--- config.mk ---
export PLATFORM = sky130hd
export DESIGN_NAME = door_sequencer
export DESIGN_NICKNAME = d
export VERILOG_FILES = /design/src/rtl/door_sequencer.sv
export SDC_FILE = /design/constraint.sdc
export NUM_CORES = 1
export LEC_CHECK = 0
export CAP_MARGIN = 0
export CORE_ASPECT_RATIO = 1.2
export CORE_MARGIN = 2
export CORE_UTILIZATION = 56
export CTS_CLUSTER_DIAMETER = 100
export CTS_CLUSTER_SIZE = 30
export DETAILED_ROUTE_END_ITERATION = 12
export PLACE_DENSITY = 0.87
export SYNTH_ARGS = -nofsm -noshare
export SYNTH_HDL_FRONTEND = slang
export SYNTH_SLANG_ARGS = --single-unit
--- constraint.sdc ---
create_clock -name clk -period 2.93 [get_ports clk]
set_input_delay 0.293 -clock clk [delete_from_list [all_inputs] [get_ports clk]]
set_output_delay 0.293 -clock clk [all_outputs]
set_load 0.02 [all_outputs]
--- src/rtl/door_sequencer.sv ---
// door_sequencer
//   Turns a user button press into an open / hold / close cycle for the door
//   motor. Watches the limit switches and the obstruction sensor, enforces a
//   travel timeout, and latches a fault until it is explicitly cleared.
//
// Ports
//   clk           system clock, all state on rising edge
//   rst_n         asynchronous active-low reset
//   button        open request, level, synchronous to clk
//   limit_open    door fully open switch
//   limit_closed  door fully closed switch
//   obstruct      obstruction sensor
//   fault_clr     single-cycle fault acknowledge
//   motor_open    drive motor in open direction
//   motor_close   drive motor in close direction
//   door_open     door held fully open
//   fault         latched fault indicator
//   state_out     current state code (debug)
module door_sequencer #(
  parameter int HOLD_CYCLES = 100,
  parameter int TRAVEL_MAX  = 200,
  parameter int CNT_W       = 16
) (
  input  logic       clk,
  input  logic       rst_n,
  input  logic       button,
  input  logic       limit_open,
  input  logic       limit_closed,
  input  logic       obstruct,
  input  logic       fault_clr,
  output logic       motor_open,
  output logic       motor_close,
  output logic       door_open,
  output logic       fault,
  output logic [2:0] state_out
);

  localparam logic [2:0] S_CLOSED  = 3'd0;
  localparam logic [2:0] S_OPENING = 3'd1;
  localparam logic [2:0] S_OPEN    = 3'd2;
  localparam logic [2:0] S_CLOSING = 3'd3;
  localparam logic [2:0] S_FAULT   = 3'd4;

  // Last count value before the timed transition fires on the following edge.
  localparam logic [CNT_W-1:0] HOLD_LAST   = CNT_W'(HOLD_CYCLES - 1);
  localparam logic [CNT_W-1:0] TRAVEL_LAST = CNT_W'(TRAVEL_MAX - 1);

  logic [2:0]       state, state_nxt;
  logic [CNT_W-1:0] cnt;
  logic             button_d;
  logic             press;
  logic             hold_rst;
  logic             cnt_run;

  // Rising edge of the level button: a held button yields one press.
  assign press = button & ~button_d;

  assign cnt_run = (state == S_OPENING) || (state == S_OPEN) || (state == S_CLOSING);

  always_comb begin
    state_nxt = state;
    hold_rst  = 1'b0;
    case (state)
      S_CLOSED: begin
        if (press) state_nxt = S_OPENING;
      end
      S_OPENING: begin
        if (limit_open & limit_closed)  state_nxt = S_FAULT;
        else if (limit_open)            state_nxt = S_OPEN;
        else if (cnt == TRAVEL_LAST)    state_nxt = S_FAULT;
      end
      S_OPEN: begin
        // Obstruction or a fresh press restarts the hold window.
        if (obstruct | press)           hold_rst  = 1'b1;
        else if (cnt == HOLD_LAST)      state_nxt = S_CLOSING;
      end
      S_CLOSING: begin
        // Reversal is checked before limit_closed so an obstruction seen on
        // the same cycle the door lands still reopens it.
        if (limit_open & limit_closed)  state_nxt = S_FAULT;
        else if (obstruct | press)      state_nxt = S_OPENING;
        else if (limit_closed)          state_nxt = S_CLOSED;
        else if (cnt == TRAVEL_LAST)    state_nxt = S_FAULT;
      end
      S_FAULT: begin
        // Clearing a fault reopens the door rather than closing it.
        if (fault_clr) state_nxt = S_OPENING;
      end
      default: state_nxt = S_FAULT;
    endcase
  end

  always_ff @(posedge clk or negedge rst_n) begin
    if (!rst_n) begin
      state    <= S_CLOSED;
      cnt      <= '0;
      button_d <= 1'b0;
    end else begin
      state    <= state_nxt;
      button_d <= button;
      if ((state_nxt != state) || hold_rst) cnt <= '0;
      else if (cnt_run && (cnt != '1))      cnt <= cnt + 1'b1;
    end
  end

  // Moore decode: outputs follow the state register only.
  assign motor_open  = (state == S_OPENING);
  assign motor_close = (state == S_CLOSING);
  assign door_open   = (state == S_OPEN);
  assign fault       = (state == S_FAULT);
  assign state_out   = state;

endmodule

---- After elaboration in Yosys (flattened, before gate mapping) ----
Cells that the tools add are included.
word-level totals
  register bits after elaboration ......... 20
operators by class
  bitwise logic cells ..................... 4
  reduce and logical (&&, ||, !) cells .... 6
  multiplexer cells ....................... 15
  eq/ne operators ......................... 8
  add/sub/neg operators ................... 1
operators by type and width
  kind                                            count
  two-way mux 16 bit                              2
  two-way mux 3 bit                               10
  adder 16 x 1 -> 16 bit, second input constant   1
  == test 16 x 7 -> 1 bit, second input constant  1
  == test 16 x 8 -> 1 bit, second input constant  1
  inequality test 16 bit, second input constant   1
  one-hot mux 3 bit (5 select lines)              1
  == test 3 x 2 -> 1 bit, second input constant   2
  == test 3 x 1 -> 1 bit, second input constant   1
  == test 3 bit, second input constant            1
  logical NOT 3 bit                               1
  logical OR 1 bit                                3
  inequality test 3 bit                           1
  bitwise AND 1 bit                               2
  two-way mux 1 bit                               2
  nonzero test 2 bit                              1
  logical AND 1 bit                               1
  NOT 1 bit                                       1
  OR 1 bit                                        1

---- Depth between registers and ports, before layout ----
Gate-level depths: netlist of the first run.
  word-level depth ........................ 9
  gate-level depth with buffers ........... 8

---- Least setup slack after synthesis of the first run ----
No wires, ideal clock.
  path type ............................... reg2reg
  start point ............................. reg state[0], in the netlist state_out[0]
  end point ............................... reg cnt[10]
  period minus slack after synthesis ...... 2460 ps
  data required time ...................... 2780 ps
  slack ................................... 470 ps
  arrival time ............................ 2310 ps
  stages on the path, launching flop included .. 9
  buffers on the path ..................... 3
  cells stage by stage .................... dfrtp_1 buf_2 nor3b_1 or4b_1 o22ai_2 or3_1 buf_6 buf_8 a211oi_2
on the way
  elaborated cells on any way between the ends .. 24
  classes of those cells .................. 5 x eq/ne; 13 x mux; 6 x reduce/logical
RTL lines
  item                                                                    line      RTL
  from (decl)                                                             48        logic [2:0] state, state_nxt;
  from (signal assigned)                                                  99        state <= state_nxt;
  == test 3 x 2 -> 1 bit *                                                --
  named net door_open                                                     33        output logic door_open,
  one-hot mux 3 bit (5 select lines) or logical OR 1 bit (tied branches)  63, 58
  inequality test 3 bit or logical OR 1 bit (tied branches)               101, 58
  logical OR 1 bit or logical AND 1 bit (tied branches)                   101, 102
  two-way mux 16 bit or nonzero test 2 bit (tied branches)                --
  to (signal assigned)                                                    102       else if (cnt_run && (cnt != '1)) cnt <= cnt + 1'b1;
  to (decl)                                                               49        logic [CNT_W-1:0] cnt;
Mark *: on every way through the listed nets, which the timed path passes. The rest lies on a longest branch.
A chain may end at the register's enable or synchronous reset.

---- Worst setup path after layout of the first run ----
  start point ............................. reg state[1], in the netlist state_out[1]
  end point ............................... out fault
on the way
  word-level cells in the longest chain between the ends .. 1
ends and longest elaborated chain
  item           line  RTL
  == test 3 bit  110   assign fault = (state == S_FAULT);
  to (decl)      34    output logic fault,
No other way between the ends.

==> results of run 1 <==
==> worst paths after layout <==
path / startpoint / slack (ns) / to / cells after the start
min in group asynchronous: rst_n / 0.47 / cnt[2] / 1
hold / removal: button / 0.44 / button_d / 1
setup reg to reg: state_out[1] / 0.70 / cnt[7] / 6
hold reg to reg: cnt[15] / 0.62 / cnt[15] / 2
max in group asynchronous: rst_n / 1.90 / cnt[8] / 1
setup / recovery: state_out[1] / 0.66 / fault / 3
==> registers in the layout, summed over array words and instances (netlist names) <==
signal	count
cnt	16
state_out	3
button_d	1
==> critical path, cell delays in order (launching register included) <==
cell             delay, ns
dfrtp_1               0.54
or2_2                 0.41
nor2_1                0.11
clkdlybuf4s50_1       0.60
==> cell type report <==
class | instances | area (µm²) | share of cell area [%]
Multi-Input combinational cell | 113 | 881 | 54.2
Timing Repair Buffer | 16 | 153 | 9.38
Tap cell | 33 | 41.3 | 2.54
Sequential cell | 20 | 500 | 30.8
Inverter | 4 | 15.0 | 0.923
Clock buffer | 4 | 36.3 | 2.23
==> power groups by stage <==
stage                     Combinational (mW)  Clock [mW]  Sequential [mW]
after floorplan                        0.431           0            0.341
after CTS                              0.527       0.171            0.354
after global routing                   0.572       0.177            0.363
final                                  0.529       0.166            0.355
after detailed placement               0.525           0            0.360
after global placement                 0.510           0            0.358
==> through the flow <==
step / utilization [%] / instances
finish: 65.0 / 190
global placement: 63.6 / 186
CTS: 65.0 / 190
detailed placement: 63.6 / 186
floorplan: - / 145
global route: 65.0 / 190
==> logic make-up (layout without fill, tap and decap cells) <==
family	Yosys count	count (layout)	synth area share [%]
AOI/OAI and AO/OA	35	35	22.0
buffers and inverters	12	24	5.64
DFF	20	20	34.2
xor gates and xnor gates	14	14	8.38
and+or+nand+nor	60	60	26.8
adders and majority gates	1	1	0.855
muxes	3	3	2.14
==> layer usage <==
layer	GRT usage, %	share of wire [%]
met5	0	0
met4	15.4	3.6
met3	3.25	4.3
met2	40.6	49
met1	30.6	43
==> placed cells by master (no fill, tap or decap), types with 2 or more instances in the layout <==
master / count
xnor2_1: 14
o211ai_1: 2
buf_4: 3
dfrtp_1: 20
nor4_2: 2
or2_2: 2
nor2_1: 3
nand3_1: 6
nand2_1: 7
nor4_1: 2
nand2b_1: 2
mux2i_1: 2
a21oi_1: 4
nand4_1: 9
a21o_1: 2
inv_1: 3
a211oi_2: 10
clkdlybuf4s50_1: 13
or3_1: 2
nor3b_1: 4
a211oi_1: 8
clkbuf_4: 3
nor3_1: 6
and3_1: 5
==> summary.txt, run 1 <==
Logic synthesis
  • Main area contributors after synthesis: dfrtp_1 34%, a211oi_2 8.5%, xnor2_1 8.4%, a211oi_1 4.1%, nand4_1 3.8%
  • Seq/Total Area, Yosys: 34.2%
  • Post-Syn Nets: about 150
  • Most common library cells after synthesis: 20 x dfrtp_1, 14 x xnor2_1, 10 x a211oi_2, 9 x nand4_1, 8 x a211oi_1
  • Post-synth cell types: between 40 and 50
  • EDFF count, synth: 0
  • Synthesis-stage register bit count: 20
  • Top FF cell, synth: dfrtp_1
  • Post-synthesis async set-or-reset flop share: 100%
  • Area leader, netlist: dfrtp_1
  • Syn avg cell area: 10.1 µm²
  • Mapped Cells: roughly 150
  • Count leader, synth: dfrtp_1
  • Post-synth top area share: roughly a third
  • Warnings from Yosys: 0
  • Post-synthesis cell area: 1460 µm²

Min path
  • Hold crit path type: primary input to flip-flop

STA
  • Fin Hold WS: 0.436 ns
  • Slew @ Worst Pin: 0.898 ns
  • Setup ws final: 0.658 ns
  • Tmin final: 2.27 ns
  • RSZ-0062 raised after global routing: false
  • Fin. max-slew vios: 0
  • Finish-stage setup viols: 0
  • Fmax: 440 MHz
  • Setup Skew: 0.0121 ns
  • Final hold violation count: 0
  • Period utilisation layout: between 70% and 80%
  • TNS Setup: 0 ns
  • Relative slew slack: between 30% and 40%

Global routing
  • GR Util All Layers: 24.6%
  • GRT overflow: 0
  • Initial antenna violation count: 0
  • Largest net degree at the start of global routing: 21
  • First-pass GRT wire length: roughly 5.5 mm
  • Vias in the first global route: 1205

CTS
  • Hold_buf cts: 0
  • CTS sink count: 20
  • Post-CTS sizing: 0
  • Clock tree from TritonCTS: yes
  • Post-CTS Setup Bufs: 0
  • Clk_lat worst skew: 0.32 ns
  • Clock root buffer: clkbuf_4
  • Clk buf depth: 2
  • Htree depth: 1
  • CTS Buf Count: 3
  • Clock transition at path regs: 0.12 ns

Routing
  • Final WL: approximately 3.2 mm
  • First-pass DRT Iterations: 4
  • Vias/cell: between 6 and 7
  • Vias: 1248
  • 1st-iter DRT viols: 31
  • Post-DRT Antenna Nets: 0
  • DRC Markers: 0
  • Routed wire per std cell: 16.8 µm

Finish
  • Area Overhead vs Synth: 11.1%
  • Fill count: 211
  • ANT cells: 0
  • Post-Layout Inst Area: ~1600 µm²
  • Final nets: between 150 and 200
  • Layout cells sized above 1: approximately a fifth

Worst setup path
  • CP arrival: a little under 2 ns
  • Critical path type: flip-flop to output pin
  • CP Capture Type: output pin
  • CP Max Fanout: 15
  • CP startpoint kind: flip-flop
  • Worst EP required: 2.64 ns

Power
  • Peak supply drop: about 0.00035 V
  • Clk pwr share: 15.8%
  • Pwr/cell area: 646 nW/µm²
  • Sw Ratio: between 40% and 50%
  • Comb power frac: 50.4%
  • Cell-internal power: 0.585 mW
  • Power Total: about 1.1 mW
  • Sw power: ~0.47 mW
  • Part of the power in registers: 33.8%
  • LEAKAGE: 0.582 nW

Place
  • Hpwl dp: 2.26 mm
  • RePlAce Congestion: 0.912
  • Place WS: 0.685 ns
  • Placed standard-cell area: 1590 µm²
  • Input/output buffers: 13

Floorplan
  • Initial core utilization: 58.5%
  • Die extent in y: 60.0 µm
  • Die width: between 50 and 60 µm
  • FP Rows: 20
  • Floorplan Core Area: 2500 µm²
  • IO Count: 14
  • Die footprint: 3040 µm²

Outcome
  • Status: complete, no violations

Flow run
  • Max_cap viols: 0
(Power assumes the default switching activity.)
==> run 2, diff against run 1 <==
Clock period 2.93 ns to 2.3 ns, I/O delays scaled along.
==> run 2 against run 1 <==
  * First-iteration DRC count grew 74%
  * Sequential power grew 22%
  * Cell count grew 3.2%
  * Critical path type is now flip-flop to flip-flop
  * Largest power group unchanged
==> summary.txt, run 2 (same netlist as run 1, synthesis figures left out) <==
Outcome
  • Status: complete, no violations

Finish
  • ANT cells: 0 (unchanged)
  • Post-Layout Inst Area: 1700 µm² (+4.5%)
  • Fill count: 185 (-12%)
  • Largest register FFs: 16 (unchanged)
  • Commonest non-fill, non-tap cell in the layout: dfrtp_1
  • Final nets: 172 (+3.6%)
  • Layout cells sized above 1: 24.5% (+4.8 points)
  • Most frequent cells in the layout: 20 x dfrtp_1, 14 x xnor2_1, 13 x clkdlybuf4s50_1
  • Most flop-heavy register: cnt
  • Util after Layout: 67.9% (+2.9 points)
  • Multi-input logic area: 896 µm² (+1.7%)
  • Storage cell area: 500 µm² (unchanged)
  • Area Overhead vs Synth: 16.1%

STA
  • Finish-stage setup viols: 0 (unchanged)
  • Slew @ Worst Pin: 0.509 ns (-0.389 ns)
  • Final hold violation count: 0 (unchanged)
  • Fin. max-slew vios: 0 (unchanged)
  • Setup Skew: 0.0127 ns (+0.000550 ns)
  • RSZ-0062 raised after global routing: false
  • Tmin final: 2.16 ns
  • Fin Hold WS: 0.236 ns (-0.201 ns)
  • TNS Setup: 0 ns (unchanged)
  • Fmax: 464 MHz
  • Relative slew slack: 65.8% (+26 points)
  • Period utilisation layout: 93.8%

Place
  • Placed standard-cell area: 1660 µm² (+4.2%)
  • Input/output buffers: 13 (unchanged)
  • RePlAce Congestion: 0.851 (-6.7%)
  • Hpwl dp: 2.37 mm (+4.9%)

Floorplan
  • Die footprint: 3040 µm² (unchanged)
  • Initial core utilization: 58.5% (unchanged)
  • Die width: 50.7 µm (unchanged)
  • Floorplan Core Area: 2500 µm² (unchanged)
  • Die extent in y: 60.0 µm (unchanged)
  • FP Rows: 20 (unchanged)
  • IO Count: 14 (unchanged)

CTS
  • Htree depth: 1 (unchanged)
  • Post-CTS Setup Bufs: 0 (unchanged)
  • Clock tree from TritonCTS: yes
  • Clk_lat worst skew: 0.31 ns (about the same)
  • CTS Buf Count: 3 (unchanged)
  • CTS sink count: 20 (unchanged)
  • Clk buf depth: 2 (unchanged)
  • Clock root buffer: clkbuf_4
  • Clock transition at path regs: 0.12 ns (about the same)

Routing
  • DRC Markers: 0 (unchanged)
  • Post-DRT Antenna Nets: 0 (unchanged)
  • First-pass DRT Iterations: 4 (unchanged)
  • 1st-iter DRT viols: 54 (+74%)
  • Routed wire per std cell: 16.7 µm (-0.57%)
  • Vias: 1254 (+0.48%)
  • Final WL: 3.28 mm (+2.6%)
  • Vias/cell: 6.40 (-2.6%)

Worst setup path
  • Worst-case reg-to-reg path depth: 7 (+1)
  • R2r startpoint: cnt[0]
  • Flop2flop setup slack: 0.14 ns (-0.56 ns)
  • CP Max Fanout: 16 (+1)
  • Worst path slowest cell: dfrtp_1
  • CP arrival: 2.37 ns (+0.39 ns)
  • Crit path buffers/inverters: 1 (unchanged)
  • FF-to-FF End: cnt[4]
  • Worst EP required: 2.51 ns (-0.13 ns)
  • CP Capture Type: flip-flop
  • CP startpoint kind: flip-flop
  • CP peak stage delay: 0.40 ns (-0.20 ns)
  • Crit-path cells: ha_1, nor3b_2, and4_4, o22ai_2, or3_1, buf_12, a211oi_1
  • Critical path type: flip-flop to flip-flop
  • Crit-path leading delay family: simple AND/OR/NAND/NOR gates

Global routing
  • First-pass GRT wire length: 5.72 mm (+3.8%)
  • GR Util All Layers: 24.9% (+0.28 points)
  • Vias in the first global route: 1236 (+2.6%)
  • Initial antenna violation count: 0 (unchanged)
  • Largest net degree at the start of global routing: 21 (unchanged)
  • GRT overflow: 0 (unchanged)

Flow run
  • Max_cap viols: 0 (unchanged)

Min path
  • Hold crit path type: primary input to async pin

Power
  • LEAKAGE: 0.626 nW (+7.7%)
  • Peak supply drop: 0.000536 V (+54%)
  • Pwr/cell area: 830 nW/µm² (+29%)
[run 2: cell types whose count changed in the layout (fill, tap and decap cells not counted), sizes merged]
cell	before	now
buf	3	9
[run 2: how the worst max path moves through the flow]
stage / startpoint / end / slack (ns) / depth (start not counted)
3_3_place_gp: button / cnt[0] / 0.18 / 7
4_1_cts: cnt[0] / cnt[0] / 0.08 / 7
3_5_place_dp: button / cnt[0] / 0.05 / 7
2_1_floorplan: state_out[0] / cnt[10] / 0.06 / 8
6_report: cnt[0] / cnt[4] / 0.14 / 7
5_1_grt: cnt[0] / cnt[2] / 0.003 / 7
[run 2: routing by layer]
layer	global-route usage, %	vias up	share of wire [%]
met3	3.25	8	4.4
met1	31.0	611	42
li1	-	589	-
met5	0	-	0
met2	41.4	46	51
met4	14.7	0	2.9
[run 2: layout make-up]
cell class | count | share of cell area [%]
inverter | 4 | 0.884
clock buffer | 4 | 2.14
multi-input combinational | 113 | 52.7
sequential | 20 | 29.5
tap | 33 | 2.43
timing repair buffer | 22 | 12.4
[run 2: timing repair]
action                     CTS  global route
setup endpoints to repair    0             8
hold buffers                 0             0
gates resized for setup      0             1
[run 2: through the flow]
| step | worst slack [ns] | instances | power [mW] |
|---|---|---|---|
| final | 0.143 | 196 | 1.41 |
| after detailed placement | 0.0510 | 192 | 1.21 |
| after CTS | 0.0824 | 196 | 1.42 |
| after global routing | 0.00325 | 196 | 1.51 |
| after floorplan | 0.0629 | 145 | 0.993 |
| after global placement | 0.177 | 192 | 1.18 |
[run 2: power breakdown]
group | internal [mW] | total [mW] | switching, mW
clock network | 0.0968 | 0.207 | 0.110
logic | 0.322 | 0.769 | 0.447
registers | 0.384 | 0.434 | 0.0498
total | 0.802 | 1.41 | 0.608
==> run 3, diff against run 2 <==
Settings changed: CORE_UTILIZATION 56 to 55, PLACE_DENSITY 0.87 to 0.86.
==> run 3 against run 2 <==
  * Sequential share of layout area up 0.13 points
  * Critical path type is now flip-flop to output pin
  * Core utilization down 0.97 points
  * Maximum frequency down 0.14%
  * Global-route usage down 1.1 points
  * Die area up 1.7%
  * Power down 1.5%
==> summary.txt, run 3 (same netlist as run 1, synthesis figures left out) <==
Outcome
  • Status: complete, no violations

Finish
  • Layout cells sized above 1: 24.1% (-0.47 points)
  • Largest register FFs: 16 (unchanged)
  • Area Overhead vs Synth: 15.6%
  • Most frequent cells in the layout: 20 x dfrtp_1, 14 x xnor2_1, 13 x clkdlybuf4s50_1
  • Commonest non-fill, non-tap cell in the layout: dfrtp_1
  • Util after Layout: 66.9% (-0.97 points)
  • Post-Layout Inst Area: 1690 µm² (-0.44%)
  • Most flop-heavy register: cnt
  • Final Non-Filler Cells: 195 (-0.51%)
  • Final nets: 171 (-0.58%)
  • ANT cells: 0 (unchanged)

Floorplan
  • FP Rows: 20 (unchanged)
  • Die extent in y: 60.5 µm (+0.84%)
  • Die footprint: 3090 µm² (+1.7%)
  • Floorplan Core Area: 2530 µm² (+1.0%)
  • Die width: 51.1 µm (+0.83%)
  • Initial core utilization: 57.9% (-0.58 points)
  • IO Count: 14 (unchanged)

Routing
  • Final WL: 3.09 mm (-5.7%)
  • Routed wire per std cell: 15.9 µm (-5.2%)
  • DRC Markers: 0 (unchanged)
  • Vias/cell: 6.29 (-1.7%)
  • First-pass DRT Iterations: 4 (unchanged)
  • Post-DRT Antenna Nets: 0 (unchanged)
  • Vias: 1227 (-2.2%)
  • 1st-iter DRT viols: 50 (-7.4%)

Worst setup path
  • CP Capture Type: output pin
  • CP startpoint kind: flip-flop
  • Critical path type: flip-flop to output pin
  • Worst EP required: 2.07 ns (-0.44 ns)
  • CP Max Fanout: 14 (-2)
  • CP arrival: 1.93 ns (-0.44 ns)

CTS
  • Clk buf depth: 2 (unchanged)
  • Post-CTS sizing: 0 (unchanged)
  • Hold_buf cts: 0 (unchanged)
  • Post-CTS Setup Bufs: 0 (unchanged)
  • Clock tree from TritonCTS: yes
  • CTS sink count: 20 (unchanged)
  • Clock root buffer: clkbuf_4
  • Clock transition at path regs: 0.11 ns (about the same)
  • Htree depth: 1 (unchanged)
  • Clk_lat worst skew: 0.30 ns (about the same)
  • CTS Buf Count: 3 (unchanged)

STA
  • Tmin final: 2.16 ns (+0.00295 ns)
  • Relative slew slack: 70.6% (+4.8 points)
  • RSZ-0062 raised after global routing: false
  • Slew @ Worst Pin: 0.438 ns (-0.0707 ns)
  • Setup ws final: 0.140 ns (-0.00295 ns)
  • Period utilisation layout: 93.9% (+0.13 points)
  • Final hold violation count: 0 (unchanged)
  • Fmax: 463 MHz (-0.14%)
  • Fin Hold WS: 0.250 ns (+0.0149 ns)
  • TNS Setup: 0 ns (unchanged)
  • Setup Skew: 0.00719 ns (-0.00550 ns)
  • Fin. max-slew vios: 0 (unchanged)
  • Finish-stage setup viols: 0 (unchanged)

Power
  • LEAKAGE: 0.621 nW (-0.81%)
  • Peak supply drop: 0.000647 V (+21%)
  • Power Total: 1.39 mW (-1.5%)
  • Pwr/cell area: 821 nW/µm² (-1.1%)

Place
  • Place WS: 0.0990 ns (+0.0480 ns)
  • Input/output buffers: 13 (unchanged)
  • Placed Cells: 191 (-0.52%)
  • Placed standard-cell area: 1650 µm² (-0.45%)
  • Hpwl dp: 2.28 mm (-3.8%)
  • RePlAce Congestion: 0.907 (+6.6%)

Flow run
  • Max_cap viols: 0 (unchanged)

Global routing
  • Vias in the first global route: 1192 (-3.6%)
  • Initial antenna violation count: 0 (unchanged)
  • GRT overflow: 0 (unchanged)
  • Largest net degree at the start of global routing: 21 (unchanged)
  • First-pass GRT wire length: 5.50 mm (-3.9%)
  • GR Util All Layers: 23.7% (-1.1 points)

Min path
  • Hold crit path type: primary input to async pin
run 3: cell count changes in the layout (fill, tap and decap cells not counted), sizes merged:
cell,delta
buf,-1
run 3: report_power, final:
group / switching (mW) / internal (mW) / leakage, nW / total, mW
clock: 0.106 / 0.0965 / 0.0210 / 0.203
sequential: 0.0495 / 0.384 / 0.273 / 0.433
combinational: 0.442 / 0.312 / 0.327 / 0.753
total: 0.597 / 0.792 / 0.621 / 1.39
run 3: worst paths after layout:
kind                       slack, ns  endpoint  cells after the start    startpoint
max                             0.14     fault                      4  state_out[1]
min                             0.25    cnt[2]                      2         rst_n
max reg2reg                     0.19    cnt[2]                      6       cnt[12]
min reg2reg                     0.60    cnt[0]                      2        cnt[0]
max in group asynchronous       1.84    cnt[8]                      2         rst_n
min in group clk                0.39  button_d                      1        button
run 3: final cells by class:
class	count	area, µm²
Timing Repair Buffer	21	203
Multi-Input combinational cell	113	896
Fill cell	223	836
Tap cell	33	41.3
Clock buffer	4	36.3
Sequential cell	20	500
Inverter	4	15.0
run 3: routing by layer:
metal,global-route usage (%),wire [µm],up-vias
met3,2.71,104,6
li1,-,-,590
met2,44.3,1610,33
met1,27.3,1330,598
met5,0,0,-
met4,10.8,45,0
run 3: worst max-delay path, stage by stage, from the launching register on:
cell and delay (ns):
dfrtp_1 0.38, buf_4 0.18, or2_2 0.36, nor2_1 0.11, clkdlybuf4s50_1 0.61
